--- config.mk ---
export PLATFORM = sky130hd
export DESIGN_NAME = temporizador_segundos
export DESIGN_NICKNAME = d
export VERILOG_FILES = /design/src/rtl/temporizador_segundos.sv
export SDC_FILE = /design/constraint.sdc
export NUM_CORES = 1
export LEC_CHECK = 0
export ABC_AREA = 1
export BUFFER_PORTS_ARGS = -buffer_cell sky130_fd_sc_hd__buf_4
export CORE_MARGIN = 2
export CORE_UTILIZATION = 50
export DETAILED_ROUTE_END_ITERATION = 12
export GPL_ROUTABILITY_DRIVEN = 0
export PLACE_DENSITY_LB_ADDON = 0.25
export SLEW_MARGIN = 20
export SYNTH_ARGS = -nofsm -noshare
export SYNTH_HDL_FRONTEND = slang
export SYNTH_SLANG_ARGS = --single-unit
--- constraint.sdc ---
create_clock -name CLK -period 2.6 [get_ports CLK]
set_clock_uncertainty 0.2 [all_clocks]
set_input_delay 0.13 -clock CLK [delete_from_list [all_inputs] [get_ports CLK]]
set_output_delay 0.13 -clock CLK [all_outputs]
set_load 0.02 [all_outputs]
--- src/rtl/temporizador_segundos.sv ---
// Elapsed-seconds counter fed by the 1 Hz tick divider: counts 0..LIMITE in BCD
// under start/pause/clear control and pulses Fim when LIMITE is reached.
module temporizador_segundos #(
    parameter int LIMITE = 20
) (
    input  logic       CLK,
    input  logic       RST,
    input  logic       Tempo,
    input  logic       Iniciar,
    input  logic       Pausar,
    input  logic       Limpar,
    output logic [3:0] Seg_Dezena,
    output logic [3:0] Seg_Unidade,
    output logic       Contando,
    output logic       Fim,
    output logic [1:0] Estado
);

    if (LIMITE < 1 || LIMITE > 99) begin : g_limite_invalido
        $error("LIMITE must be within 1..99");
    end

    typedef enum logic [1:0] {
        S_OCIOSO   = 2'b00,
        S_CONTANDO = 2'b01,
        S_PAUSADO  = 2'b10,
        S_FIM      = 2'b11
    } estado_t;

    // Count value that the terminal tick turns into LIMITE, split into BCD digits.
    localparam logic [3:0] TERM_DEZ = 4'((LIMITE - 1) / 10);
    localparam logic [3:0] TERM_UNI = 4'((LIMITE - 1) % 10);
    localparam logic [3:0] LIM_DEZ  = 4'(LIMITE / 10);
    localparam logic [3:0] LIM_UNI  = 4'(LIMITE % 10);

    estado_t    estado, prox_estado;
    logic [3:0] dezena, prox_dezena;
    logic [3:0] unidade, prox_unidade;
    logic       fim_q, prox_fim;
    logic       iniciar_q, pausar_q;
    logic       ini_ev, pau_ev;

    assign ini_ev = Iniciar & ~iniciar_q;
    assign pau_ev = Pausar & ~pausar_q;

    // NOTE: sequential state uses non-blocking assignments so every register
    // samples the pre-edge values, independent of statement order.
    always_ff @(posedge CLK) begin
        if (RST) begin
            estado    <= S_OCIOSO;
            dezena    <= 4'd0;
            unidade   <= 4'd0;
            fim_q     <= 1'b0;
            iniciar_q <= 1'b0;
            pausar_q  <= 1'b0;
        end else begin
            estado    <= prox_estado;
            dezena    <= prox_dezena;
            unidade   <= prox_unidade;
            fim_q     <= prox_fim;
            iniciar_q <= Iniciar;
            pausar_q  <= Pausar;
        end
    end

    // Priority Limpar > pau_ev > ini_ev > Tempo; a consumed event drops the tick.
    always_comb begin
        // NOTE: defaults first so every path assigns every signal (no latches).
        prox_estado  = estado;
        prox_dezena  = dezena;
        prox_unidade = unidade;
        prox_fim     = 1'b0;
        if (Limpar) begin
            prox_estado  = S_OCIOSO;
            prox_dezena  = 4'd0;
            prox_unidade = 4'd0;
        end else if (pau_ev) begin
            if (estado == S_CONTANDO) prox_estado = S_PAUSADO;
        end else if (ini_ev && estado != S_CONTANDO) begin
            prox_estado = S_CONTANDO;
            if (estado == S_FIM) begin
                prox_dezena  = 4'd0;
                prox_unidade = 4'd0;
            end
        end else if (Tempo && estado == S_CONTANDO) begin
            if (dezena == TERM_DEZ && unidade == TERM_UNI) begin
                prox_dezena  = LIM_DEZ;
                prox_unidade = LIM_UNI;
                prox_estado  = S_FIM;
                prox_fim     = 1'b1;
            end else if (unidade == 4'd9) begin
                prox_unidade = 4'd0;
                prox_dezena  = dezena + 4'd1;
            end else begin
                prox_unidade = unidade + 4'd1;
            end
        end
    end

    always_comb begin
        Estado      = estado;
        Contando    = (estado == S_CONTANDO);
        Fim         = fim_q;
        Seg_Dezena  = dezena;
        Seg_Unidade = unidade;
    end

endmodule

Yosys cells after proc, flatten, opt, wreduce, memory -nomap -nowiden
Cells that the tools add are included.
{"block": "totals", "rom_bits": 0, "regBits": 13, "memories": 0, "word_cells": 48, "out_inout_bits": 12, "inputBits": 6, "latch_bits": 0, "ramBits": 0}
{"block": "classes", "mux": 15, "magnitude_cmp": 0, "reduce_logical": 12, "shift": 0, "div": 0, "n_eq_ne": 7, "n_addsub": 2, "bitwise": 6, "multipliers": 0}
{"op": "2-to-1 mux 4 bit", "count": 9}
{"op": "2-to-1 mux 2 bit", "count": 5}
{"op": "nonzero test 3 bit", "count": 3}
{"op": "adder 4 x 1 -> 4 bit (second input constant)", "count": 2}
{"op": "AND reduction 3 bit", "count": 2}
{"op": "OR reduction 5 bit", "count": 1}
{"op": "== test 4 x 1 -> 1 bit (second input constant)", "count": 1}
{"op": "== test 4 bit (second input constant)", "count": 1}
{"op": "!= test 2 x 1 -> 1 bit (second input constant)", "count": 2}
{"op": "inverter 1 bit", "count": 4}
{"op": "AND reduction 4 bit", "count": 1}
{"op": "logical AND 1 bit", "count": 3}
{"op": "AND 1 bit", "count": 2}
{"op": "== test 2 x 1 -> 1 bit (second input constant)", "count": 1}
{"op": "== test 2 bit (second input constant)", "count": 1}
{"op": "!= test 2 bit (second input constant)", "count": 1}
{"op": "nonzero test 2 bit", "count": 1}
{"op": "OR reduction 2 bit", "count": 1}
{"op": "2-to-1 mux 1 bit", "count": 1}

Logic depth before layout (Yosys ltp)
{"block": "logic_depth", "ltp_word": 6, "mapped_depth": 9, "ltp_nobuf": 9}

Least setup slack after synthesis
OpenSTA, ideal clock, no wires.
{"block": "synth_path", "kind": "register to register", "start": "register estado[0] (netlist: Estado[0])", "end": "register estado[0] (netlist: Estado[0])", "setup_time_ns": 0.070, "required_ns": 2.330, "setup_slack_ns": 0.944, "stages_incl_launch_ff": 9, "arrival_ns": 1.386, "period_less_slack_ns": 1.656, "cell_sequence": "dfxtp_1 -> inv_1 -> nor2_1 -> nor2_1 -> nor2_1 -> nand2_1 -> nand2_1 -> nand2_1 -> a21oi_1"}
{"block": "synth_between", "elab_chain_cells": 4, "word_cells_on_any_way": 10}
{"element": "from (decl)", "line": "36", "text": "estado_t estado, prox_estado;"}
{"element": "from (signal assigned)", "line": "57", "text": "estado <= prox_estado;"}
{"element": "== test 2 x 1 -> 1 bit *"}
{"element": "net Contando", "line": "14", "text": "output logic Contando,"}
{"element": "logical AND 1 bit", "line": "85", "text": "end else if (Tempo && estado == S_CONTANDO) begin"}
{"element": "nonzero test 3 bit (no source line)"}
{"element": "AND reduction 3 bit (no source line) *"}
The timed path passes the listed nets; every way through them passes the cells marked *.
A chain may end at the register's enable or synchronous reset.

Final worst setup path
{"block": "layout_path", "start": "input Iniciar", "end": "register unidade[3] (netlist: Seg_Unidade[3])"}
{"block": "layout_between", "elab_chain_cells": 4, "word_cells_on_any_way": 6}
{"element": "from (decl)", "line": "9", "text": "input logic Iniciar,"}
{"element": "AND 1 bit *", "line": "43", "text": "assign ini_ev = Iniciar & ~iniciar_q;"}
{"element": "logical AND 1 bit *", "line": "79", "text": "end else if (ini_ev && estado != S_CONTANDO) begin"}
{"element": "!= test 2 x 1 -> 1 bit (no source line) or nonzero test 2 bit (tied branches)"}
{"element": "AND reduction 3 bit (no source line)"}
{"element": "to (signal assigned)", "line": "59", "text": "unidade <= prox_unidade;"}
{"element": "to (decl)", "line": "38", "text": "logic [3:0] unidade, prox_unidade;"}
Every way passes the cells marked *; elsewhere a longest branch is shown, timed or not.

==> flow_metrics.tcl <==
set metrics [dict create \
    nets 137 \
    min_to "Fim" \
    wl_per_cell_um 10.1 \
    syn_area_per_cell_um2 6.70 \
    cts_tree "yes" \
    cts.reportedPaths.clkPinSlew_ns 0.08 \
    worst_pin_slew_ns 0.328 \
    hp-start "Tempo" \
    grt_pass1_wl_um 2330 \
    drt_first_pass_iters 4 \
    r2r_cells 8 \
    clock-sinks 13 \
    r2r-start "Seg_Unidade[0]" \
    num_vias 669 \
    drt_iter0_markers 10 \
    clock_path_buffers 2 \
    fillers 101 \
    worstSetupEndpointType "flop" \
    grt_max_degree 8 \
    peakVddDrop_mv 0.297 \
    drc 0 \
    power_density_nw_per_um2 424 \
    synthCells 101 \
    critPathMaxFanout 6 \
    dieArea_um2 1660 \
    p_sw_uw 95.6 \
    layout_commonest_cell "nand2_1" \
    grt_use_total_pct 21.4 \
    insertion_delay_ns 0.27 \
    cts-htree-levels 1 \
    slowest_stage "dlygate4sd3_1" \
    cts_resized 0 \
    cpLargestDelayFamily "buffers and inverters" \
    comb_power_share_pct 12.4 \
    start_util_pct 52.7 \
    tns_ns 0 \
    fin_crit_ns 1.59 \
    drt_wl_total_um 1420 \
    path_buf_inv 4 \
    required_ns 2.57 \
    yosys_warnings 0 \
    leakagePower_uw 0.000445 \
    whs_ns 0.0925 \
    power_frac_clock_pct 33.1 \
    antenna_cells 0 \
    min_path_type "input pin to flop" \
    layout_common_cells "nand2_1, inv_1, buf_4" \
    overflow 0 \
    fin_util_pct 69.2 \
    die_h_um 40.8 \
    syn_area_um2 677 \
    cts_made_buffers 3 \
    maxCapViolations 0 \
    grt_pass1_vias 587 \
    drtAntennaViolNets 0 \
    io_buffers 17 \
    status "finished, final reports clean" \
    worstReg2RegEnd "Estado[0]" \
    setup.worst_path.start "Iniciar" \
    fmax_mhz 628 \
    dieWidth_um 40.8 \
    syn_nets 111 \
    period_share_pct 61.3 \
    fp-row-count 13 \
    final_max_slew_viol_count 0 \
    path_class "input pin to flop" \
    drive_above_1_share_pct 18.3 \
    cp-start-kind "input pin" \
    p_seq_share_pct 54.5 \
    reg2reg_slack_ns 1.04 \
    grt_setup_unrepaired "false" \
    internal_power_uw 282 \
    path_cells "dlygate4sd3_1, buf_4, inv_1, nor2_1, nand2_1, nand2_1, nand3_2, nand2_1, inv_1, nand2_1, nor2_1" \
    antenna_found_initial 0 \
    crit_path_frequent_cell "nand2_1" \
    clock-root-buffer "clkbuf_4" \
    min_delay_path_depth 5 \
    synth.ff_latch_count 13 \
    setup_violations 0 \
    maxSlewHeadroom_pct 78.1 \
    p_sw_share_pct 25.3 \
    yosysSeqAreaShare_pct 38.4 \
    hpwl_um 1020 \
    hold_violations 0 \
    syn2layout_area_growth_pct 31.4 \
    core-area_um2 1280 \
    fin_total_pwr_uw 377 \
    max_stage_delay_ns 0.54 \
    ioPinCount 18 \
    ys_types 16 \
    critPathArrivalTime_ns 1.56 \
    viasPerCell 4.74 \
]
per-stage QoR:
stage               cells  area (µm²)  setup slack, ns
global route          141         890            0.836
CTS                   141         890             1.03
floorplan             101         677            0.944
finish                141         890             1.01
global placement      133         823             1.09
detailed placement    133         823             1.03
worst max-delay path by stage:
stage                           endpoint  slack, ns  depth (start not counted)
after detailed placement       Estado[0]       1.03                          8
final                     Seg_Unidade[3]       1.01                         11
after CTS                      Estado[0]       1.03                          8
after global routing           Estado[0]       0.84                          8
after floorplan                Estado[0]       0.94                          8
after global placement         Estado[0]       1.09                          8
synth_stat cells:
cell type,count,area share [%]
ha_1,4,7.4
nand3_1,6,4.4
or2_0,1,0.92
nand3_2,1,1.5
nor4_1,1,0.92
xor2_1,1,1.3
dfxtp_1,13,38
xnor2_1,1,1.3
o21ai_0,3,2.2
nand2_2,1,0.92
a21oi_1,7,5.2
nor2_1,16,8.9
inv_1,17,9.4
nand2_1,26,14
o21ai_2,1,1.3
nor3_1,2,1.5
layer usage:
metal  part of all wire, %  vias up  GRT usage, %
met5                     0        -             0
li1                      -      363             -
met4                  0.99        0          12.5
met1                    45      281          25.2
met3                   5.4        2          3.26
met2                    48       23          35.9
sequential cells by signal, indices dropped and copies added (netlist names):
name and count:
Seg_Unidade 4, pausar_q 1, Estado 2, Fim 1, iniciar_q 1, Seg_Dezena 4
timing repair:
item,4_1_cts,5_1_grt
buffers inserted,0,0
hold buffers,4,0
hold endpoints to repair,5,0
tightest hold or removal path: stages:
cell	delay, ns
buf_4	0.11
nand3_1	0.11
inv_1	0.05
nand2_1	0.08
nor4_1	0.05
power groups by stage:
stage / sequential [µW] / clock [µW] / combinational, µW
final: 206 / 125 / 46.8
after global routing: 206 / 132 / 51.7
after CTS: 206 / 128 / 45.7
after detailed placement: 210 / 0 / 40.8
after global placement: 210 / 0 / 40.0
after floorplan: 212 / 0 / 23.1
kinds of logic after synthesis:
kind of cell / synth area share (%)
AND/OR/NAND/NOR: 33.5
buffers and inverters: 9.43
flip-flops: 38.4
AO/OA/AOI/OAI: 8.69
adder cells (fa/ha/maj): 7.39
XOR/XNOR: 2.59
layout make-up:
class | instances | area (µm²) | share of cell area (%)
inverters | 17 | 63.8 | 7.17
clock buffers | 4 | 26.3 | 2.95
well taps | 15 | 18.8 | 2.11
repair buffers | 21 | 168 | 18.8
flip-flops and latches | 13 | 260 | 29.3
multi-input cells | 71 | 353 | 39.7
Note: power is estimated with default switching activity, not from simulation.
